**config.mk**
```make
export PLATFORM = sky130hd
export DESIGN_NAME = csr_file
export DESIGN_NICKNAME = d
export VERILOG_FILES = /design/src/rtl/csr_pkg.sv /design/src/rtl/csr_counter64.sv /design/src/rtl/csr_file.sv
export SDC_FILE = /design/constraint.sdc
export NUM_CORES = 1
export LEC_CHECK = 0
export CAP_MARGIN = 20
export CORE_ASPECT_RATIO = 0.7
export CORE_MARGIN = 3
export CORE_UTILIZATION = 40
export DETAILED_ROUTE_END_ITERATION = 8
export HOLD_SLACK_MARGIN = 0.02
export PLACE_DENSITY = 0.72
export SYNTH_ARGS = -nofsm -noshare
export SYNTH_HDL_FRONTEND = slang
export SYNTH_SLANG_ARGS = --single-unit
```
**constraint.sdc**
```tcl
create_clock -name clk -period 3.1 [get_ports clk]
set_input_delay 0.465 -clock clk [delete_from_list [all_inputs] [get_ports clk]]
set_output_delay 0.465 -clock clk [all_outputs]
set_load 0.03 [all_outputs]
```
**src/rtl/csr_pkg.sv**
```systemverilog
// CSR package: addresses, mstatus bit positions, decoder-facing types and the
// read-modify-write helper shared by the CSR file.
package csr_pkg;

    // Machine-mode CSR addresses
    localparam logic [11:0] CSR_MSTATUS   = 12'h300;
    localparam logic [11:0] CSR_MISA      = 12'h301;
    localparam logic [11:0] CSR_MIE       = 12'h304;
    localparam logic [11:0] CSR_MTVEC     = 12'h305;
    localparam logic [11:0] CSR_MSCRATCH  = 12'h340;
    localparam logic [11:0] CSR_MEPC      = 12'h341;
    localparam logic [11:0] CSR_MCAUSE    = 12'h342;
    localparam logic [11:0] CSR_MTVAL     = 12'h343;
    localparam logic [11:0] CSR_MIP       = 12'h344;
    localparam logic [11:0] CSR_MCYCLE    = 12'hB00;
    localparam logic [11:0] CSR_MINSTRET  = 12'hB02;
    localparam logic [11:0] CSR_MCYCLEH   = 12'hB80;
    localparam logic [11:0] CSR_MINSTRETH = 12'hB82;
    localparam logic [11:0] CSR_CYCLE     = 12'hC00;
    localparam logic [11:0] CSR_INSTRET   = 12'hC02;
    localparam logic [11:0] CSR_CYCLEH    = 12'hC80;
    localparam logic [11:0] CSR_INSTRETH  = 12'hC82;
    localparam logic [11:0] CSR_MHARTID   = 12'hF14;

    // mstatus bit positions
    localparam int unsigned MSTATUS_MIE_BIT  = 3;
    localparam int unsigned MSTATUS_MPIE_BIT = 7;

    // Writable bits of mie (MSIE, MTIE, MEIE)
    localparam logic [31:0] MIE_WMASK = 32'h0000_0888;

    // Trap vector / return address are word aligned
    localparam logic [31:0] ALIGN4_MASK = 32'hFFFF_FFFC;

    // Encodings follow funct3[1:0] of the Zicsr instructions
    typedef enum logic [1:0] {
        CSR_RW = 2'b01,
        CSR_RS = 2'b10,
        CSR_RC = 2'b11
    } csr_write_func_e;

    typedef enum logic {
        CSR_SRC_RS1  = 1'b0,
        CSR_SRC_UIMM = 1'b1
    } csr_input_sel_e;

    typedef struct packed {
        logic            read_enable;
        logic            write_enable;
        csr_write_func_e write_func;
        csr_input_sel_e  input_select;
    } csr_params_t;

    typedef logic [63:0] csr_counter64_t;

    // New CSR value for a read-modify-write; unknown encodings leave it unchanged
    function automatic logic [31:0] csr_apply(input csr_write_func_e func,
                                              input logic [31:0]     old_val,
                                              input logic [31:0]     src);
        case (func)
            CSR_RW:  return src;
            CSR_RS:  return old_val | src;
            CSR_RC:  return old_val & ~src;
            default: return old_val;
        endcase
    endfunction

endpackage

```
**src/rtl/csr_counter64.sv**
```systemverilog
// 64-bit free-running counter with independently writable halves.
module csr_counter64
    import csr_pkg::*;
(
    input  logic           clk,
    input  logic           rst_n,
    input  logic           i_inc,
    input  logic           i_wr_lo,
    input  logic           i_wr_hi,
    input  logic [31:0]    i_wdata,
    output csr_counter64_t o_value
);

    csr_counter64_t r_value;

    // A write to either half takes precedence over the increment that cycle
    always_ff @(posedge clk or negedge rst_n) begin
        if (!rst_n) begin
            r_value <= '0;
        end else if (i_wr_lo || i_wr_hi) begin
            if (i_wr_lo) r_value[31:0]  <= i_wdata;
            if (i_wr_hi) r_value[63:32] <= i_wdata;
        end else if (i_inc) begin
            r_value <= r_value + 64'd1;
        end
    end

    assign o_value = r_value;

endmodule

```
**src/rtl/csr_file.sv**
```systemverilog
// Machine-mode CSR file: atomic read/modify/write, 64-bit counters and
// trap-entry / mret updates of the trap CSRs.
module csr_file
    import csr_pkg::*;
#(
    parameter logic [31:0] HART_ID    = 32'd0,
    parameter logic [31:0] MISA_VALUE = 32'h4000_0100
) (
    input  logic        clk,
    input  logic        rst_n,
    input  logic        csr_valid,
    input  csr_params_t csr_params,
    input  logic [11:0] csr_addr,
    input  logic [31:0] rs1_value,
    input  logic [4:0]  uimm,
    input  logic        instr_retire,
    input  logic        trap_enter,
    input  logic [31:0] trap_cause,
    input  logic [31:0] trap_epc,
    input  logic [31:0] trap_tval,
    input  logic        mret,
    output logic        csr_rdata_valid,
    output logic [31:0] csr_rdata,
    output logic        csr_illegal,
    output logic [31:0] mtvec_out,
    output logic [31:0] mepc_out,
    output logic        mstatus_mie
);

    logic        r_mie;
    logic        r_mpie;
    logic [31:0] r_mie_en;
    logic [31:0] r_mtvec;
    logic [31:0] r_mscratch;
    logic [31:0] r_mepc;
    logic [31:0] r_mcause;
    logic [31:0] r_mtval;
    logic        r_rdata_valid;
    logic [31:0] r_rdata;
    logic        r_illegal;

    logic [31:0]    w_src;
    logic [31:0]    w_old;
    logic [31:0]    w_new;
    logic           w_impl;
    logic           w_illegal;
    logic           w_wr_en;
    csr_counter64_t w_cycle;
    csr_counter64_t w_instret;

    assign w_src = (csr_params.input_select == CSR_SRC_UIMM) ? {27'd0, uimm} : rs1_value;

    // Read mux: current value of the addressed CSR and whether it exists
    always_comb begin
        w_impl = 1'b1;
        w_old  = '0;
        case (csr_addr)
            CSR_MSTATUS:                 w_old = {24'd0, r_mpie, 3'd0, r_mie, 3'd0};
            CSR_MISA:                    w_old = MISA_VALUE;
            CSR_MIE:                     w_old = r_mie_en;
            CSR_MTVEC:                   w_old = r_mtvec;
            CSR_MSCRATCH:                w_old = r_mscratch;
            CSR_MEPC:                    w_old = r_mepc;
            CSR_MCAUSE:                  w_old = r_mcause;
            CSR_MTVAL:                   w_old = r_mtval;
            CSR_MIP:                     w_old = '0;
            CSR_MCYCLE,    CSR_CYCLE:    w_old = w_cycle[31:0];
            CSR_MCYCLEH,   CSR_CYCLEH:   w_old = w_cycle[63:32];
            CSR_MINSTRET,  CSR_INSTRET:  w_old = w_instret[31:0];
            CSR_MINSTRETH, CSR_INSTRETH: w_old = w_instret[63:32];
            CSR_MHARTID:                 w_old = HART_ID;
            default:                     w_impl = 1'b0;
        endcase
    end

    assign w_illegal = !w_impl || (csr_params.write_enable && (csr_addr[11:10] == 2'b11));
    assign w_new     = csr_apply(csr_params.write_func, w_old, w_src);
    // Trap entry and mret both outrank a same-cycle CSR write
    assign w_wr_en   = csr_valid && csr_params.write_enable && !w_illegal && !trap_enter && !mret;

    csr_counter64 u_cycle (
        .clk     (clk),
        .rst_n   (rst_n),
        .i_inc   (1'b1),
        .i_wr_lo (w_wr_en && (csr_addr == CSR_MCYCLE)),
        .i_wr_hi (w_wr_en && (csr_addr == CSR_MCYCLEH)),
        .i_wdata (w_new),
        .o_value (w_cycle)
    );

    csr_counter64 u_instret (
        .clk     (clk),
        .rst_n   (rst_n),
        .i_inc   (instr_retire),
        .i_wr_lo (w_wr_en && (csr_addr == CSR_MINSTRET)),
        .i_wr_hi (w_wr_en && (csr_addr == CSR_MINSTRETH)),
        .i_wdata (w_new),
        .o_value (w_instret)
    );

    // CSR state: trap entry, then mret, then software writes
    always_ff @(posedge clk or negedge rst_n) begin
        if (!rst_n) begin
            r_mie      <= 1'b0;
            r_mpie     <= 1'b0;
            r_mie_en   <= '0;
            r_mtvec    <= '0;
            r_mscratch <= '0;
            r_mepc     <= '0;
            r_mcause   <= '0;
            r_mtval    <= '0;
        end else if (trap_enter) begin
            r_mepc   <= trap_epc & ALIGN4_MASK;
            r_mcause <= trap_cause;
            r_mtval  <= trap_tval;
            r_mpie   <= r_mie;
            r_mie    <= 1'b0;
        end else if (mret) begin
            r_mie  <= r_mpie;
            r_mpie <= 1'b1;
        end else if (w_wr_en) begin
            case (csr_addr)
                CSR_MSTATUS: begin
                    r_mie  <= w_new[MSTATUS_MIE_BIT];
                    r_mpie <= w_new[MSTATUS_MPIE_BIT];
                end
                CSR_MIE:      r_mie_en   <= w_new & MIE_WMASK;
                CSR_MTVEC:    r_mtvec    <= w_new & ALIGN4_MASK;
                CSR_MSCRATCH: r_mscratch <= w_new;
                CSR_MEPC:     r_mepc     <= w_new & ALIGN4_MASK;
                CSR_MCAUSE:   r_mcause   <= w_new;
                CSR_MTVAL:    r_mtval    <= w_new;
                default:      ;
            endcase
        end
    end

    // Registered response: pre-write value, zero on illegal or read_enable=0
    always_ff @(posedge clk or negedge rst_n) begin
        if (!rst_n) begin
            r_rdata_valid <= 1'b0;
            r_rdata       <= '0;
            r_illegal     <= 1'b0;
        end else begin
            r_rdata_valid <= csr_valid;
            r_illegal     <= csr_valid && w_illegal;
            r_rdata       <= (csr_valid && csr_params.read_enable && !w_illegal) ? w_old : '0;
        end
    end

    assign csr_rdata_valid = r_rdata_valid;
    assign csr_rdata       = r_rdata;
    assign csr_illegal     = r_illegal;
    assign mtvec_out       = r_mtvec;
    assign mepc_out        = r_mepc;
    assign mstatus_mie     = r_mie;

endmodule

```
== Yosys cells after proc, flatten, opt, wreduce, memory -nomap -nowiden ==
Index checks and enable logic that the tools add are counted.
Word-level totals
  input bits: 156
  word-level logic and storage cells: 121
  register bits: 325
Cells by class
  add/sub/neg operators: 2
  eq/ne operators: 27
  reduce and logical (&&, ||, !) cells: 40
  bitwise operators: 5
  mux-type cells: 32
Operator list (number)
  2-to-1 mux 32 bit: 18
  one-hot mux 32 bit (12 select lines): 1
  2-to-1 mux 64 bit: 3
  adder 64 x 1 -> 64 bit, second input constant: 2
  == test 12 x 10 -> 1 bit, second input constant: 9
  == test 12 bit, second input constant: 9
  one-hot mux 32 bit (3 select lines): 1
  AND 32 bit: 1
  NOT 32 bit: 1
  bitwise OR 32 bit: 1
  OR reduction 18 bit: 1
  logical AND 1 bit: 12
  AND reduction 4 bit: 3
  nonzero test 2 bit: 5
  2-to-1 mux 1 bit: 9
  AND reduction 3 bit: 3
  != test 2 x 1 -> 1 bit, second input constant: 4
  OR reduction 2 bit: 4
  == test 2 bit, second input constant: 3
  AND reduction 2 bit: 3
  nonzero test 3 bit: 2
  zero test 1 bit: 4
  logical OR 1 bit: 3
  == test 2 x 1 -> 1 bit, second input constant: 1
  other kinds (2): 3

== Depth between registers and ports, before layout ==
  depth after elaboration: 13
  depth in mapped cells: 12

== Modules after synthesis ==
A second synthesis with hierarchy kept.
Unflattened totals
  cells, all modules: 2213
  area total of the unflattened synthesis: 19901.6 sq um
By module, submodules not included
  csr_file: sequential area each 4879.7 sq um, times used 1, area each 11529.8 sq um, cells an instance 1172
  csr_counter64 at u_instret: sequential area each 1601.5 sq um, times used 1, area each 4254.1 sq um, cells an instance 530
  csr_counter64 at u_cycle: sequential area each 1601.5 sq um, times used 1, area each 4117.7 sq um, cells an instance 511

== Least setup slack after synthesis ==
Ideal clock, no wire load.
  path type: input-to-reg
  start: input csr_addr[1]
  end: register u_instret.r_value[37], in the netlist u_instret.o_value[37]
  arrival: 2.696 ns
  setup time: 0.140 ns
  cell stages on the path: 8
  data required time: 2.960 ns
  path slack: 0.264 ns
  cells stage by stage: buf_2 -> clkbuf_1 -> clkbuf_1 -> buf_1 -> mux4_2 -> a221oi_1 -> a22o_1 -> o221ai_1
Between the ends
  cells in the longest elaborated chain, start to end: 13
RTL lines
  from (decl): RTL line csr_file.sv:13  | input logic [11:0] csr_addr,
  == test 12 bit (tied with other cells): RTL line csr_file.sv:57  | case (csr_addr)
  OR reduction 18 bit (no line)
  2-to-1 mux 1 bit: RTL line csr_file.sv:57
  zero test 1 bit: RTL line csr_file.sv:76  | assign w_illegal = !w_impl || (csr_params.write_enable && (csr_addr[11:10] == 2'b11));
  logical OR 1 bit: RTL line csr_file.sv:76
  zero test 1 bit: RTL line csr_file.sv:79  | assign w_wr_en = csr_valid && csr_params.write_enable && !w_illegal && !trap_enter && !mret;
  logical AND 1 bit (3 in a row): RTL line csr_file.sv:79
  logical AND 1 bit, on equally long branches: RTL line csr_file.sv:95, csr_file.sv:96
  logical OR 1 bit: RTL line csr_counter64.sv:20  | end else if (i_wr_lo || i_wr_hi) begin
  != test 2 x 1 -> 1 bit (no line) or nonzero test 2 bit (tied branches)
  AND reduction 2 bit (no line)
  to (signal assigned): RTL line csr_counter64.sv:22  | if (i_wr_hi) r_value[63:32] <= i_wdata;
  to (signal assigned): RTL line csr_counter64.sv:24  | r_value <= r_value + 64'd1;
  to (decl): RTL line csr_counter64.sv:14  | csr_counter64_t r_value;
Several ways; a longest one is shown, not always the timed one. The select of a mux whose other input is x is not followed.
A chain may end at the register's enable or synchronous reset.

== Final worst setup path ==
  start: input csr_addr[2]
  end: register r_mtval[30]
Between the ends
  cells in the longest elaborated chain, start to end: 11
RTL lines
  parallel branches: the longest is 11 deep, another holds one-hot mux 32 bit (12 select lines)
  to (signal assigned): RTL line csr_file.sv:115  | r_mtval <= trap_tval;
  to (signal assigned): RTL line csr_file.sv:132  | CSR_MTVAL: r_mtval <= w_new;
  to (decl): RTL line csr_file.sv:37  | logic [31:0] r_mtval;
Several ways; the timed one is not identified. The select of a mux whose other input is x is not followed.

==> report_table.html <==
<table>
<tr><th>Metric</th><th>Value</th></tr>
<tr><th colspan="2">STA</th></tr>
<tr><td>Final-layout setup total negative slack</td><td>0 ns</td></tr>
<tr><td>Unrepaired setup endpoints after global routing</td><td>yes</td></tr>
<tr><td>Hold Fails Final Rpt</td><td>0</td></tr>
<tr><td>Slew of the pin with the lowest slew margin</td><td>0.893 ns</td></tr>
<tr><td>Maximum clock skew at final layout</td><td>0.0187 ns</td></tr>
<tr><td>Minimum clock period after layout</td><td>3.10 ns</td></tr>
<tr><td>Number of pins with negative max-slew slack in the final report</td><td>0</td></tr>
<tr><td>Final-report setup violation count</td><td>0</td></tr>
<tr><td>F_max</td><td>0.323 GHz</td></tr>
<tr><td>Final critical-path share of the clock period</td><td>0.999</td></tr>
<tr><td>Max-slew headroom</td><td>0.405</td></tr>
<tr><th colspan="2">Outcome</th></tr>
<tr><td>Status</td><td>finished, final reports clean</td></tr>
<tr><th colspan="2">Placed design</th></tr>
<tr><td>Detailed placer's ending HPWL</td><td>approximately 77,000 um</td></tr>
<tr><td>Placer's final routability congestion estimate</td><td>1.06</td></tr>
<tr><td>Number of input and output port buffers inserted</td><td>approximately 250</td></tr>
<tr><td>Dpl cells</td><td>3,382</td></tr>
<tr><th colspan="2">Worst setup path</th></tr>
<tr><td>Kind of launch point of the worst setup path</td><td>primary input</td></tr>
<tr><td>Data required time of the critical path</td><td>3.52 ns</td></tr>
<tr><td>Highest-delay cell along the critical path</td><td>a222oi_1</td></tr>
<tr><td>Critical path start-end classification</td><td>in -&gt; reg</td></tr>
<tr><td>Cell class contributing the biggest share of worst-path delay</td><td>compound AO/OA/AOI/OAI gates</td></tr>
<tr><td>Category of the worst setup path capture point</td><td>flip-flop</td></tr>
<tr><td>Critical path peak fanout</td><td>14</td></tr>
<tr><td>Reg-to-reg slack, setup</td><td>0.15 ns</td></tr>
<tr><td>Number of logic stages on the critical path including buffering</td><td>11</td></tr>
<tr><td>Cell breakdown of the critical path</td><td>clkdlybuf4s50_1, buf_4, nor4bb_1, and3_2, buf_4, buf_4, a222oi_1, and4b_1, a21o_1, a211oi_1, a21o_1</td></tr>
<tr><td>CP max stage delay</td><td>0.55 ns</td></tr>
<tr><td>Data arrival, critical path</td><td>3.52 ns</td></tr>
<tr><td>R2R Path End</td><td>u_instret.o_value[59]$_DFFE_PN0P_</td></tr>
<tr><td>Count of cells along the worst register-to-register path</td><td>8</td></tr>
<tr><td>Worst path bufs/invs</td><td>4</td></tr>
<tr><td>Reg2reg start</td><td>u_instret.o_value[28]$_DFFE_PN0P_</td></tr>
<tr><td>Cell with the most instances on the worst path</td><td>buf_4</td></tr>
<tr><th colspan="2">CTS</th></tr>
<tr><td>Latest clock arrival within the worst-skew pair</td><td>0.55 ns</td></tr>
<tr><td>Root buf cell</td><td>clkbuf_16</td></tr>
<tr><td>Max clock buf depth</td><td>3</td></tr>
<tr><td>CTS tree</td><td>yes</td></tr>
<tr><td>Number of buffers inserted during clock tree synthesis</td><td>37</td></tr>
<tr><td>Clock-pin slew on the worst setup and hold paths</td><td>0.06 ns</td></tr>
<tr><td>Count of clock tree sinks</td><td>323</td></tr>
<tr><td>H-tree depth</td><td>2</td></tr>
<tr><th colspan="2">Detailed routing</th></tr>
<tr><td>Final routed wirelength across all metal layers</td><td>100,000 um</td></tr>
<tr><td>Via density per instance</td><td>6.57</td></tr>
<tr><td>DRC violation count after routing</td><td>0</td></tr>
<tr><td>Vias</td><td>between 20,000 and 25,000</td></tr>
<tr><td>DRT iter0 DRCs</td><td>3,534</td></tr>
<tr><td>Antenna Violating Nets Remaining</td><td>0</td></tr>
<tr><td>Number of iterations in the first detailed-routing pass</td><td>8</td></tr>
<tr><td>DR WL/cell</td><td>slightly below 30 um</td></tr>
<tr><th colspan="2">Hold path</th></tr>
<tr><td>Cell depth of the worst min-delay path</td><td>2</td></tr>
<tr><td>Tightest Hold Check Type</td><td>reg -&gt; reg</td></tr>
<tr><td>Hold Path Sink</td><td>r_mie_en[11]$_DFFE_PN0P_</td></tr>
<tr><td>Source of the worst hold timing path</td><td>r_mie_en[11]$_DFFE_PN0P_</td></tr>
<tr><th colspan="2">Floorplanning</th></tr>
<tr><td>Die area</td><td>51,600 um^2</td></tr>
<tr><td>Top-Level Pins</td><td>255</td></tr>
<tr><td>Initial Utilization</td><td>0.407</td></tr>
<tr><td>Chip height</td><td>approximately 190 um</td></tr>
<tr><td>Core Region</td><td>approximately 48,000 um^2</td></tr>
<tr><td>Die outline width</td><td>roughly 270 um</td></tr>
<tr><td>Standard-cell rows</td><td>67</td></tr>
<tr><th colspan="2">Yosys</th></tr>
<tr><td>Synth Warn #</td><td>0</td></tr>
<tr><td>Post-Synthesis Cells</td><td>2,266</td></tr>
<tr><td>Number of enable-type register cells in the synthesized netlist</td><td>0</td></tr>
<tr><td>Post-Syn Area</td><td>slightly below 20,000 um^2</td></tr>
<tr><td>Synth top area share</td><td>0.413</td></tr>
<tr><td>Synthesized area per cell</td><td>8.63 um^2</td></tr>
<tr><td>Proportion of synthesized chip area in sequential cells</td><td>0.413</td></tr>
<tr><td>Dominant cell type by area after synthesis</td><td>dfrtp_1</td></tr>
<tr><td>Commonest cells in the synthesized netlist</td><td>323 x dfrtp_1, 266 x nand2_1, 259 x o21ai_0, 187 x a21oi_1</td></tr>
<tr><td>Leading register cell type out of synthesis</td><td>dfrtp_1</td></tr>
<tr><td>Number of flip-flops and latches in the synthesized netlist</td><td>323</td></tr>
<tr><td>Fraction of synthesis flops using an asynchronous set or reset pin</td><td>1.00</td></tr>
<tr><td>Number of distinct library cells after synthesis</td><td>96</td></tr>
<tr><td>Count leader, synth</td><td>dfrtp_1</td></tr>
<tr><td>Top post-synthesis cells by area</td><td>dfrtp_1 41%, o21ai_0 6.6%, nand2_1 5.1%, a21oi_1 4.8%, clkbuf_1 2.7%</td></tr>
<tr><th colspan="2">Layout</th></tr>
<tr><td>Final core utilization</td><td>0.562</td></tr>
<tr><td>Post-route insts no fill</td><td>3,449</td></tr>
<tr><td>Nets@finish</td><td>about 2,900</td></tr>
<tr><td>Layout cells sized above 1</td><td>0.207</td></tr>
<tr><td>Area added between synthesis and finish</td><td>38.2%</td></tr>
<tr><td>Filler Cell Count</td><td>4,341</td></tr>
<tr><th colspan="2">Global routing</th></tr>
<tr><td>Initial antenna violation count</td><td>4</td></tr>
<tr><td>Global router's overall resource usage</td><td>0.379</td></tr>
<tr><td>Number of global-route vias before repair</td><td>21,293</td></tr>
<tr><td>GRT overflow</td><td>0</td></tr>
<tr><td>Pin count of the biggest net entering global routing</td><td>191</td></tr>
<tr><td>Wire length of the first global-routing pass</td><td>145,000 um</td></tr>
<tr><th colspan="2">Pwr</th></tr>
<tr><td>Static leakage power</td><td>about 0.011 uW</td></tr>
<tr><td>Power density over the cells</td><td>about 400 nW/um^2</td></tr>
<tr><td>Peak VDD IR</td><td>0.437 mV</td></tr>
<tr><td>Sum of internal, switching and leakage power</td><td>10,900 uW</td></tr>
<tr><th colspan="2">Run</th></tr>
<tr><td># Max-Cap Violations</td><td>0</td></tr>
</table>
==> repair_timing <==
item / CTS / global route
resized for setup: 10 / 25
setup buffers: 0 / 3
setup endpoints to repair: 43 / 72
hold buffers: 1 / 0
endpoints found under the hold margin: 66 / 0
pin swaps: 1 / 3
==> metrics by stage <==
stage          hold WS [ns]  setup slack, ns  cell area, um^2
4_1_cts               0.481           0.0235            26900
3_5_place_dp          0.470           -0.901            25700
5_1_grt               0.502          -0.0276            27000
2_1_floorplan         0.169            0.264            19600
3_3_place_gp          0.457           -0.765            25700
6_report              0.481          0.00231            27000
==> cells by family (layout without fill, tap and decap cells) <==
logic type	after synthesis	after routing	synth area share
AND/OR/NAND/NOR	825	825	0.217
XOR/XNOR	24	24	0.0107
buffers and inverters	213	736	0.0446
flip-flops	323	323	0.413
multiplexers	78	78	0.0511
other	1	6	0.000192
adder cells (fa/ha/maj)	2	2	0.00128
AO/OA/AOI/OAI	800	800	0.262
==> per-layer routing <==
metal | up-vias | track usage | share of wire
li1 | 9525 | - | -
met3 | 274 | 0.129 | 0.14
met1 | 11172 | 0.545 | 0.42
met4 | 0 | 0.130 | 0.042
met5 | - | 0 | 0
met2 | 1674 | 0.531 | 0.40
==> worst max path at each step <==
| stage | start | endpoint | slack (ns) |
|---|---|---|---|
| after floorplan | csr_addr[1] | u_instret.o_value[37]$_DFFE_PN0P_ | 0.26 |
| after CTS | csr_addr[9] | mepc_out[7]$_DFFE_PN0P_ | 0.02 |
| after global placement | csr_addr[5] | u_cycle.o_value[58]$_DFFE_PN0P_ | -0.76 |
| final | csr_addr[2] | r_mtval[30]$_DFFE_PN0P_ | 0.002 |
| after global routing | csr_addr[9] | mepc_out[19]$_DFFE_PN0P_ | -0.03 |
| after detailed placement | csr_addr[7] | r_mcause[8]$_DFFE_PN0P_ | -0.90 |
==> worst reg2reg max path, delay by kind of cell (launching register included) <==
kind                   cells  cell delay (ns)
AOI/OAI and AO/OA          3             0.59
DFF                        1             0.44
buffers and inverters      1             0.20
and+or+nand+nor            4             1.59
==> flip-flops by register name, summed over array words and instances (netlist names) <==
| name | count |
|---|---|
| csr_rdata | 32 |
| u_instret.o_value | 64 |
| u_cycle.o_value | 64 |
| r_mpie | 1 |
| r_mtval | 32 |
| r_mcause | 32 |
| r_mscratch | 32 |
| mepc_out | 30 |
| r_mie_en | 3 |
| mtvec_out | 30 |
| csr_rdata_valid | 1 |
| mstatus_mie | 1 |
| csr_illegal | 1 |
==> power by group <==
part	switching, uW	internal (uW)	total, uW
registers	238	4410	4650
logic	997	759	1760
clock network	1930	2590	4530
==> area by class of cell <==
| class | count | area (um^2) | share of cell area |
|---|---|---|---|
| timing repair buffer | 653 | 6040 | 0.223 |
| multi-input combinational | 1733 | 10800 | 0.400 |
| clock inverter | 14 | 198 | 0.00731 |
| antenna | 2 | 5.00 | 0.000185 |
| clock buffer | 47 | 983 | 0.0364 |
| inverter | 22 | 82.6 | 0.00306 |
| sequential | 323 | 8080 | 0.299 |
| tap | 655 | 820 | 0.0303 |
==> layout by cell type, fill, tap and decap left out, types with 15 or more instances in the layout <==
cell type / n
xnor2_1: 23
clkdlybuf4s50_1: 243
nor2b_1: 64
nor4_1: 21
mux2_2: 35
nor3_1: 47
buf_12: 41
dfrtp_1: 323
nand3_1: 72
a31oi_1: 29
a211oi_1: 20
and4_1: 15
o22ai_1: 18
inv_1: 20
nand4_1: 45
o21ai_0: 257
a21oi_1: 187
o211ai_1: 25
a22oi_1: 64
mux2i_1: 29
clkbuf_16: 37
a22o_1: 15
a221oi_1: 18
buf_4: 363
nor2_1: 138
and3_1: 35
nand2_1: 265
nor3b_1: 42
(Power assumes the default switching activity.)
